### src/rtl/modn_pkg.sv
// Shared helpers for the cascaded modulo-N counter: digit width derivation,
// direction encodings and the per-digit terminal-value test.
package modn_pkg;

  localparam logic DIR_UP = 1'b1;
  localparam logic DIR_DN = 1'b0;

  // Bits needed to hold 0..n-1, never less than one.
  function automatic int clog2_min1(input int n);
    int w;
    w = 0;
    while ((32'sd1 << w) < n) begin
      w = w + 32'sd1;
    end
    return (w < 32'sd1) ? 32'sd1 : w;
  endfunction

  // A digit is terminal at N-1 when counting up and at 0 when counting down.
  function automatic logic digit_terminal(input int unsigned d, input logic up_dn,
                                          input int unsigned n);
    if (up_dn == DIR_UP) begin
      return (d == n - 32'd1);
    end else begin
      return (d == 32'd0);
    end
  endfunction

endpackage

### src/rtl/modn_digit.sv
// One mod-N stage: synchronous reset, clamped parallel load, up/down step
// gated by the carry chain built in the parent.
module modn_digit
  import modn_pkg::*;
#(
  parameter int N  = 10,
  parameter int DW = 4
) (
  input  logic          clk,
  input  logic          reset,
  input  logic          load,
  input  logic [DW-1:0] ld_val,
  input  logic          step,
  input  logic          up_dn,
  output logic [DW-1:0] d,
  output logic          term
);

  localparam logic [DW-1:0] MAX_D = DW'(N - 1);

  logic [DW-1:0] r_d;

  // Out-of-range load data saturates to the largest legal digit.
  always_ff @(posedge clk) begin
    if (reset) begin
      r_d <= '0;
    end else if (load) begin
      r_d <= (ld_val > MAX_D) ? MAX_D : ld_val;
    end else if (step) begin
      if (up_dn == DIR_UP) begin
        r_d <= (r_d == MAX_D) ? '0 : r_d + DW'(1);
      end else begin
        r_d <= (r_d == '0) ? MAX_D : r_d - DW'(1);
      end
    end
  end

  assign d    = r_d;
  assign term = digit_terminal(32'(r_d), up_dn, 32'(N));

endmodule

### src/rtl/modn_chain_counter.sv
// Multi-digit up/down mod-N counter: digits share one edge and advance via a
// combinational carry chain; top level adds oneshot hold and wrap/done status.
module modn_chain_counter
  import modn_pkg::*;
#(
  parameter  int NUM_DIGITS = 4,
  parameter  int DIGIT_N    = 10,
  localparam int DW         = clog2_min1(DIGIT_N)
) (
  input  logic                     clk,
  input  logic                     reset,
  input  logic                     enable,
  input  logic                     up_dn,
  input  logic                     load,
  input  logic [NUM_DIGITS*DW-1:0] load_value,
  input  logic                     oneshot,
  output logic [NUM_DIGITS*DW-1:0] count,
  output logic                     tc,
  output logic                     carry_out,
  output logic                     wrap,
  output logic                     done
);

  logic [NUM_DIGITS-1:0] w_term;
  logic [NUM_DIGITS-1:0] w_step;
  logic                  w_tc;
  logic                  w_hold;
  logic                  r_wrap;
  logic                  r_done;

  assign w_tc   = &w_term;
  // In oneshot mode the terminal count freezes every stage instead of wrapping.
  assign w_hold = oneshot & w_tc;

  assign w_step[0] = enable & ~w_hold;
  for (genvar i = 1; i < NUM_DIGITS; i++) begin : g_chain
    assign w_step[i] = w_step[i-1] & w_term[i-1];
  end

  for (genvar i = 0; i < NUM_DIGITS; i++) begin : g_digit
    modn_digit #(
      .N  (DIGIT_N),
      .DW (DW)
    ) u_digit (
      .clk    (clk),
      .reset  (reset),
      .load   (load),
      .ld_val (load_value[i*DW +: DW]),
      .step   (w_step[i]),
      .up_dn  (up_dn),
      .d      (count[i*DW +: DW]),
      .term   (w_term[i])
    );
  end

  // Wrap pulses for one cycle after a wrapping step; done is sticky until load/reset.
  always_ff @(posedge clk) begin
    if (reset) begin
      r_wrap <= 1'b0;
      r_done <= 1'b0;
    end else if (load) begin
      r_wrap <= 1'b0;
      r_done <= 1'b0;
    end else if (enable) begin
      r_wrap <= w_tc & ~oneshot;
      r_done <= r_done | w_hold;
    end else begin
      r_wrap <= 1'b0;
    end
  end

  assign tc        = w_tc;
  assign carry_out = w_tc & enable;
  assign wrap      = r_wrap;
  assign done      = r_done;

endmodule

### config.mk
export PLATFORM = sky130hd
export DESIGN_NAME = modn_chain_counter
export DESIGN_NICKNAME = d
export VERILOG_FILES = /design/src/rtl/modn_pkg.sv /design/src/rtl/modn_digit.sv /design/src/rtl/modn_chain_counter.sv
export SDC_FILE = /design/constraint.sdc
export NUM_CORES = 1
export LEC_CHECK = 0
export CORE_AREA = 2 2 86 88
export CTS_CLUSTER_DIAMETER = 80
export DETAILED_ROUTE_END_ITERATION = 10
export DIE_AREA = 0 0 88 90
export GPL_TIMING_DRIVEN = 0
export PLACE_DENSITY = 0.54
export SETUP_SLACK_MARGIN = 0.1
export SLEW_MARGIN = 20
export SYNTH_ARGS = -nofsm -noshare
export SYNTH_HDL_FRONTEND = slang
export SYNTH_HIERARCHICAL = 1
export SYNTH_SLANG_ARGS = --single-unit
### constraint.sdc
create_clock -name clk -period 2.25 [get_ports clk]
set_input_delay 0.225 -clock clk [delete_from_list [all_inputs] [get_ports clk]]
set_output_delay 0.225 -clock clk [all_outputs]
set_load 0.05 [all_outputs]
* Yosys cells after proc, flatten, opt, wreduce, memory -nomap -nowiden
Index checks and enable logic that the tools add are counted.
** Storage, ports and cells
- Input port bits :: 22
- Bits in latches :: 0
- Register bits :: 18
- Bits in read-only memories :: 0
- Memories :: 0
- RAM bits :: 0
- Output and inout bits :: 20
- Logic and storage cells :: 72
** Operators by class
- Bitwise gates (word level) :: 11
- Reductions and logical operators :: 11
- Shift-type cells :: 0
- Muxes and demuxes :: 28
- Add/sub/neg operators :: 8
- $lt $le $gt $ge :: 4
- Multiply operators :: 0
- Eq/ne operators :: 4
- Div/mod/pow operators :: 0
** Operators by type and width (number)
- two-way mux 4 bit :: 24
- adder 4 x 1 -> 4 bit (second input constant) :: 4
- == test 4 bit (second input constant) :: 4
- > comparator 4 bit (second input constant) :: 4
- logical NOT 4 bit :: 4
- subtractor 4 x 1 -> 4 bit (second input constant) :: 4
- nonzero test 2 bit :: 4
- bitwise AND 1 bit :: 7
- two-way mux 1 bit :: 4
- AND reduction 4 bit :: 1
- inverter 1 bit :: 3
- OR reduction 3 bit :: 1
- OR reduction 2 bit :: 1
- bitwise OR 1 bit :: 1

* Depth between registers and ports, before layout
Gate-level depths: netlist (run 1).
- Depth in word-level cells :: 11
- Gate-level depth with buffers :: 10
- Mapped depth without buffers :: 8

* Hierarchy
The synthesis (run 1) kept the hierarchy.
** By module, submodules not included
- modn_digit :: cells each 48, area an instance 391.6 µm², times used 4, sequential area each 80.1 µm²
- modn_chain_counter :: cells each 16, area an instance 137.6 µm², times used 1, sequential area each 40.0 µm²

* Worst setup path before layout (run 1)
Ideal clock, no wire load.
- Kind :: flip-flop to flip-flop
- From :: register g_digit[0].u_digit.r_d[3]
- To :: register g_digit[1].u_digit.r_d[3]
- Setup time :: 0.066 ns
- Stages on the path, launching flop included :: 10
- Arrival time :: 2.538 ns
- Path buffers :: 2
- Slack :: -0.354 ns
- Required time :: 2.184 ns
- Period minus slack after synthesis :: 2.604 ns
- Path through :: dfxtp_1 -> clkbuf_8 -> or3_1 -> a211oi_1 -> and4_1 -> buf_6 -> a21oi_1 -> and2b_2 -> a311o_1 -> a21oi_2
** On the way
- Longest elaborated chain between the ends :: 8
- Elaborated cells on any way between the ends :: 9
- Those cells by class :: 1 x eq/ne; 1 x mux; 4 x bitwise; 3 x reduce/logical
** RTL lines
- start, declared :: line modn_digit.sv:21 : logic [DW-1:0] r_d;
- start signal, assigned :: line modn_digit.sv:28 : r_d <= (ld_val > MAX_D) ? MAX_D : ld_val;
- start signal, assigned :: line modn_digit.sv:31 : r_d <= (r_d == MAX_D) ? '0 : r_d + DW'(1);
- start signal, assigned :: line modn_digit.sv:33 : r_d <= (r_d == '0) ? MAX_D : r_d - DW'(1);
- == test 4 bit or logical NOT 4 bit (tied branches) :: line modn_pkg.sv:22, modn_pkg.sv:24
- two-way mux 1 bit (*) :: line modn_pkg.sv:21 : if (up_dn == DIR_UP) begin
- named net w_term[0] :: line modn_chain_counter.sv:24 : logic [NUM_DIGITS-1:0] w_term;
- AND reduction 4 bit (*) :: line modn_chain_counter.sv:31 : assign w_tc = &w_term;
- named net tc :: line modn_chain_counter.sv:18 : output logic tc,
- bitwise AND 1 bit (*) :: line modn_chain_counter.sv:33 : assign w_hold = oneshot & w_tc;
- inverter 1 bit (*) :: line modn_chain_counter.sv:35 : assign w_step[0] = enable & ~w_hold;
- bitwise AND 1 bit (*) :: line modn_chain_counter.sv:35
- bitwise AND 1 bit (*) :: line modn_chain_counter.sv:37 : assign w_step[i] = w_step[i-1] & w_term[i-1];
- named net w_step[1] :: line modn_chain_counter.sv:25 : logic [NUM_DIGITS-1:0] w_step;
- nonzero test 2 bit (no source line) (*)
- end signal, assigned :: line modn_digit.sv:28
- end signal, assigned :: line modn_digit.sv:31
- end signal, assigned :: line modn_digit.sv:33
- end, declared :: line modn_digit.sv:21
Mark *: on every way through the listed nets, which the timed path passes. The rest lies on a longest branch.
A chain may end at the register's enable or synchronous reset.

* Final worst setup path (run 1)
- From :: register g_digit[1].u_digit.r_d[0]
- To :: register g_digit[0].u_digit.r_d[3]
** On the way
- Longest elaborated chain between the ends :: 7
- Elaborated cells on any way between the ends :: 8
- Those cells by class :: 1 x eq/ne; 1 x mux; 3 x bitwise; 3 x reduce/logical
** RTL lines (line)
- == test 4 bit or logical NOT 4 bit (tied branches) :: modn_pkg.sv:22, modn_pkg.sv:24
- two-way mux 1 bit (*) :: modn_pkg.sv:21
- named net w_term[1] :: modn_chain_counter.sv:24
- AND reduction 4 bit (*) :: modn_chain_counter.sv:31
- bitwise AND 1 bit (*) :: modn_chain_counter.sv:33
- inverter 1 bit (*) :: modn_chain_counter.sv:35
- bitwise AND 1 bit (*) :: modn_chain_counter.sv:35
- named net w_step[0] :: modn_chain_counter.sv:25
- nonzero test 2 bit (no source line) (*)
Marked as above.

==> results of run 1 <==
-- cell usage in the layout, fill, tap and decap left out, types with 6 or more instances in the layout --
cell             synthesis  routed
buf_4                    0      11
a21oi_2                  4       6
nor3_1                  12      11
o21ai_0                 12      12
nand2_1                 13       7
buf_6                   13      15
nor2_1                   9       9
clkdlybuf4s50_1          0      38
a21oi_1                 13      10
xnor2_1                 12      12
inv_1                   17      17
dfxtp_1                 18      10
dfxtp_4                  0       7
nand2_2                  0       6
-- repair_timing --
item,in CTS,in global routing
resized for setup,29,19
setup endpoints to repair,20,18
pin swaps,9,17
buffers inserted,5,10
endpoints found under the hold margin,0,0
-- worst max-delay path: cells and delay by family, from the launching register on --
kind | cells | cell delay, ns
AOI/OAI and AO/OA | 4 | 0.74
buffers and inverters | 2 | 0.25
DFF | 1 | 0.33
and+or+nand+nor | 3 | 0.86
-- flip-flops by register name, summed over array words and instances, names as in the netlist --
register,count
done,1
g_digit.u_digit/d,16
wrap,1
-- per-layer routing --
| layer | vias to the layer above | track usage [%] |
|---|---|---|
| li1 | 869 | - |
| met1 | 776 | 15.1 |
| met2 | 25 | 17.7 |
| met3 | 2 | 1.84 |
| met4 | 0 | 3.46 |
| met5 | - | 0 |
-- stage by stage --
step / instance area [sq um] / std cells / hold slack [ns] / TNS, ns
finish: 2550 / 364 / 0.511 / -0.00561
global route: 2550 / 364 / 0.521 / -0.718
CTS: 2410 / 355 / 0.508 / -0.0333
detailed placement: 2310 / 348 / 0.641 / -18.86
global placement: 2310 / 348 / 0.633 / -18.07
floorplan: 1770 / 208 / 0.287 / -0.000673
-- worst max-delay path by stage --
stage | cells after the start | startpoint | slack [ns] | end
2_1_floorplan | 9 | g_digit[3].u_digit/d[0]$_SDFFE_PP0P_ | -0.0005 | g_digit[1].u_digit/d[3]$_SDFFE_PP0P_
3_3_place_gp | 7 | up_dn | -1.32 | carry_out
3_5_place_dp | 7 | up_dn | -1.36 | carry_out
4_1_cts | 7 | g_digit[0].u_digit/d[0]$_SDFFE_PP0P_ | -0.03 | carry_out
5_1_grt | 9 | g_digit[1].u_digit/d[0]$_SDFFE_PP0P_ | -0.12 | g_digit[0].u_digit/d[3]$_SDFFE_PP0P_
6_report | 9 | g_digit[1].u_digit/d[0]$_SDFFE_PP0P_ | -0.006 | g_digit[0].u_digit/d[3]$_SDFFE_PP0P_
-- cell families (layout without fill, tap and decap cells) --
family,count (synthesis),in the layout,share of synthesized area [%]
compound gates,61,61,24.4
xor+xnor,16,16,8.22
buf+inv,34,91,15.6
flops,18,18,21.1
mux,4,4,2.35
simple gates,75,75,28.3
-- cell type report --
type / count / area [sq um] / area share (%)
clock buffer: 4 / 55.1 / 2.16
inverter: 17 / 63.8 / 2.50
sequential: 18 / 388 / 15.2
multi-input combinational: 156 / 1210 / 47.5
timing repair buffer: 56 / 543 / 21.3
buffer: 14 / 168 / 6.57
tap: 99 / 124 / 4.85
-- report_power, final --
group | internal [mW] | switching, mW
clock network | 0.156 | 0.124
logic | 0.230 | 0.244
registers | 0.339 | 0.0339
==> flow_summary_export.csv, run 1 <==
group,metric,value,unit
status,status,"finished with violations",
status,violations,"negative setup slack",
placed_design,dp_slack,-1.36,ns
placed_design,gp_congestion,0.753,
routing,ant_nets,0,
floorplan,die_h,90,um
routing,wl_met1,2230,um
routing,firstDrtPassIters,5,
placed_design,numPortBuffers,41,
timing,finalHoldViolCount,0,
global_route,grt_pass1_vias,1517,
timing,layout_setup_ws,-0.00561,ns
timing,fmax,443,MHz
setup_path,worstReg2RegStart,"g_digit[1].u_digit/d[0]$_SDFFE_PP0P_",
floorplan,fp.dieW,88,um
floorplan,start_util,24.3,%
setup_path,cp_data_required_time,2.44,ns
global_route,track_usage,11.1,%
cells_and_area,final_core_util,36.4,%
setup_path,cp_max_fo,6,
floorplan,core-area,0.00702,sq mm
logic_synthesis,ys_types,35,
logic_synthesis,async_flop_share,0,%
logic_synthesis,yosys.area.top_type_share,21.1,%
routing,highest_layer,"met4",
timing,timing.slew.headroom,48.3,%
timing,worst_pin_slew,0.773,ns
cells_and_area,layout-drive-gt1-share,30.9,%
routing,vias,1672,
clocking,clk_pin_slew,0.08,ns
hold_path,hold-path-cell-count,3,
timing,finClkSkew,0.00442,ns
logic_synthesis,ys_warn_count,6,
logic_synthesis,postSynthAreaPerCell,8.19,sq um
clocking,cts_buffer_depth,2,
routing,wl_per_cell,12.3,um
pwr,total_power,1.13,mW
logic_synthesis,synthTopCellsByArea,"dfxtp_1 (21%), buf_6 (8.6%), xnor2_1 (6.2%), a21oi_1 (3.8%), nor3_4 (3.8%)",
timing,timing.final.crit_share,100,%
setup_path,path_cells,"buf_8, or3_4, a211oi_4, and4_1, buf_6, a21boi_4, and2b_2, a311o_1, a21oi_2",
setup_path,r2r_slack,-0.006,ns
cells_and_area,layout.nets,288,
clocking,hold_buffers,0,
logic_synthesis,netlist_area,0.00170,sq mm
timing,rsz0062_at_grt,"true",
logic_synthesis,synth_common_cells,"dfxtp_1 (18), inv_1 (17), a21oi_1 (13), buf_6 (13), nand2_1 (13)",
setup_path,r2r-end,"g_digit[0].u_digit/d[3]$_SDFFE_PP0P_",
logic_synthesis,synth-edff-count,0,
logic_synthesis,synth_ff_type,"dfxtp_1",
setup_path,critical_path_class,"reg2reg",
logic_synthesis,synth_nets,230,
timing,final_max_slew_viol_count,0,
job,cap_violations,0,
pwr,p_leak,0.947,nW
routing,wirelength,4490,um
floorplan,io_pins,42,
logic_synthesis,synth_area_leader_cell,"dfxtp_1",
floorplan,die-area,0.00792,sq mm
routing,drt_iter0_markers,51,
placed_design,dp_hpwl,3050,um
clocking,cts_tree,"done",
routing,wl_met3,151,um
clocking,worstSkewPairLatency,0.26,ns
clocking,cts_sinks,18,
timing,min_period,2.26,ns
global_route,overflow,0,
cells_and_area,synthToLayoutAreaGrowth,49.9,%
logic_synthesis,synth.most_common_cell,"dfxtp_1",
pwr,ir_drop,0.167,mV
hold_path,hp-class,"in2reg",
setup_path,crit_path_end_kind,"register",
clocking,cts_buffers,3,
routing,viasPerCell,4.59,
timing,setup_viol,1,
cells_and_area,diodes,0,
global_route,grt_pass1_wl,7150,um
setup_path,r2r_cells,9,
floorplan,placementRows,31,
setup_path,critPathMaxStageDelay,0.39,ns
routing,wl_met2,2070,um
logic_synthesis,synth-seq-cells,18,
global_route,antenna_found_initial,0,
pwr,powerDensity,441,mW/mm^2
hold_path,hold-path-endpoint,"g_digit[3].u_digit/d[0]$_SDFFE_PP0P_",
cells_and_area,fillCellCount,738,
clocking,h-tree-depth,1,
setup_path,cp-start-kind,"register",
logic_synthesis,syn_inst,208,
clocking,clockRootBuffer,"clkbuf_8",
routing,drc,0,
hold_path,worst_hold_startpoint,"load_value[12]",
global_route,grt_max_degree,29,
setup_path,slowest_stage,"or3_4",
setup_path,arrival,2.45,ns
logic_synthesis,ys_seq_area_share,21.1,%
(Power assumes the default switching activity.)
==> run 2: changes to the inputs <==
--- a/config.mk
+++ b/config.mk
@@ -5,12 +5,12 @@
 export SDC_FILE = /design/constraint.sdc
 export NUM_CORES = 1
 export LEC_CHECK = 0
-export CORE_AREA = 2 2 86 88
-export CTS_CLUSTER_DIAMETER = 80
+export CORE_AREA = 2 2 69 71
+export CTS_CLUSTER_DIAMETER = 120
 export DETAILED_ROUTE_END_ITERATION = 10
-export DIE_AREA = 0 0 88 90
+export DIE_AREA = 0 0 71 73
 export GPL_TIMING_DRIVEN = 0
-export PLACE_DENSITY = 0.54
+export PLACE_DENSITY = 0.74
 export SETUP_SLACK_MARGIN = 0.1
 export SLEW_MARGIN = 20
 export SYNTH_ARGS = -nofsm -noshare
==> run 2 against run 1 <==
  * Clock power decreased by 8.6%
  * Clock skew down 0.0033 ns
  * Cell count shrank 12%
  * Sequential power hardly changed
  * Largest power group unchanged
  * The run now ends clean
  * Largest cell class unchanged
  * Via count increased by 2.6%
  * Critical path depth shrank 2
==> flow_summary_export.csv, run 2 (synthesized netlist as in run 1, its figures left out) <==
group,metric,value,unit
clocking,cts_buffer_depth,2,
floorplan,fp.dieW,71,um
clocking,h-tree-depth,1,
pwr,seqPwrFrac,33.8,%
cells_and_area,stdcell_count,319,
clocking,hold_buffers,0,
global_route,grt_pass1_wl,7090,um
setup_path,path_cells,"buf_8, or3_4, a211oi_4, and4_1, buf_6, and2_4, buf_8",
status,status,"completed",
routing,firstDrtPassIters,4,
pwr,comb_power_share,43.0,%
timing,final_max_slew_viol_count,0,
global_route,grt_max_degree,29,
global_route,track_usage,16.6,%
routing,wl_per_cell,13.9,um
pwr,internal_power,0.696,mW
cells_and_area,synthToLayoutAreaGrowth,46.0,%
timing,timing.final.crit_share,99.5,%
setup_path,crit_path_end_kind,"output pin",
routing,wirelength,4420,um
placed_design,gp_congestion,0.792,
placed_design,dp_cells,303,
clocking,cts_sinks,18,
cells_and_area,final_cell_mix,"clkdlybuf4s50_1 (38), inv_1 (17), buf_4 (14)",
routing,drt_iter0_markers,159,
setup_path,critical_path_class,"reg2out",
floorplan,io_pins,42,
timing,min_period,2.24,ns
routing,viasPerCell,5.38,
cells_and_area,mostFrequentLayoutCell,"clkdlybuf4s50_1",
placed_design,numPortBuffers,41,
cells_and_area,diodes,0,
floorplan,placementRows,25,
setup_path,arrival,2.01,ns
setup_path,critPathMaxStageDelay,0.39,ns
clocking,worstSkewPairLatency,0.26,ns
timing,timing.slew.headroom,36.2,%
timing,finalHoldViolCount,0,
setup_path,cp-start-kind,"register",
floorplan,start_util,37.6,%
timing,fmax,447,MHz
clocking,clk_pin_slew,0.08,ns
clocking,cts_buffers,3,
setup_path,slowest_stage,"or3_4",
floorplan,core-area,0.00454,sq mm
setup_path,crit_top_cell,"buf_8",
setup_path,cp_data_required_time,2.03,ns
global_route,grt_pass1_vias,1544,
timing,setup_viol,0,
global_route,overflow,0,
global_route,antenna_found_initial,0,
pwr,swShare,36.9,%
routing,ant_nets,0,
pwr,pwr-share-clk,23.2,%
hold_path,hp-class,"in2reg",
setup_path,cp_max_fo,5,
cells_and_area,largest_reg_flops,16,
placed_design,dp_hpwl,2790,um
cells_and_area,layout-drive-gt1-share,30.6,%
cells_and_area,final_core_util,54.9,%
clocking,clockRootBuffer,"clkbuf_8",
routing,drc,0,
placed_design,dp_slack,-1.30,ns
pwr,ir_drop,0.204,mV
timing,rsz0062_at_grt,"true",
timing,worst_pin_slew,0.933,ns
floorplan,die-area,0.00518,sq mm
floorplan,die_h,73,um
pwr,powerDensity,443,mW/mm^2
routing,vias,1715,
clocking,cts_tree,"done",
job,cap_violations,0,
pwr,p_leak,0.951,nW
cells_and_area,layout.nets,288,
pwr,switchingPower,0.407,mW
timing,layout_setup_ws,0.0121,ns
timing,finClkSkew,0.00113,ns
==> run 2: cell count changes in the layout (fill, tap and decap cells not counted), moves of 2 or more <==
cell,previous run,this run
nand2_1,7,10
nor4bb_1,4,1
a21oi_1,10,12
nor4bb_2,0,2
buf_6,15,11
a21oi_2,6,4
buf_4,11,14
nand2_2,6,3
==> run 2: timing repair <==
action                                  4_1_cts  5_1_grt
gates resized for setup                      25       20
pin swaps                                    11        9
setup buffers                                10        5
cloned                                        0        0
endpoints found under the setup margin       20       18
endpoints found under the hold margin         0        0
==> run 2: power groups by stage <==
stage,sequential (mW),clock [mW],combinational [mW]
2_1_floorplan,0.436,0,0.239
6_report,0.373,0.256,0.474
3_3_place_gp,0.366,0,0.433
5_1_grt,0.377,0.280,0.512
3_5_place_dp,0.367,0,0.438
4_1_cts,0.366,0.262,0.448
==> run 2: path summary, 6_finish.rpt <==
path | start | to | slack, ns | cells after the start
setup / recovery | g_digit[1].u_digit/d[0]$_SDFFE_PP0P_ | carry_out | 0.01 | 7
hold / removal | load_value[8] | g_digit[2].u_digit/d[0]$_SDFFE_PP0P_ | 0.50 | 3
setup reg to reg | g_digit[1].u_digit/d[0]$_SDFFE_PP0P_ | g_digit[0].u_digit/d[3]$_SDFFE_PP0P_ | 0.02 | 9
hold reg to reg | done$_SDFFE_PP0P_ | done$_SDFFE_PP0P_ | 0.64 | 2
==> run 2: final cells by class <==
type	count	area, sq um
clock buffer	4	45.0
multi-input combinational	156	1220
tap	54	67.6
fill	429	2050
sequential	18	388
inverter	17	63.8
buffer	14	171
timing repair buffer	56	532
==> run 2: routing by layer <==
metal / GRT usage [%] / wire length (um) / vias to the layer above
li1: - / - / 860
met1: 23.0 / 2050 / 799
met2: 27.4 / 2140 / 51
met3: 1.80 / 179 / 5
met4: 4.40 / 58 / 0
met5: 0 / 0 / -
==> run 2: worst max-delay path: cells and delay by family, from the launching register on <==
family	cells	cell delay, ns
buf+inv	3	0.40
flops	1	0.34
simple gates	3	0.76
compound gates	1	0.26
==> run 2: metrics by stage <==
step	hold WS [ns]	TNS [ns]	power (mW)	area (sq um)
6_report	0.502	0	1.10	2490
5_1_grt	0.516	-0.781	1.17	2490
4_1_cts	0.499	0	1.08	2370
3_5_place_dp	0.629	-18.05	0.805	2250
3_3_place_gp	0.617	-16.82	0.799	2250
2_1_floorplan	0.287	-0.000673	0.675	1770
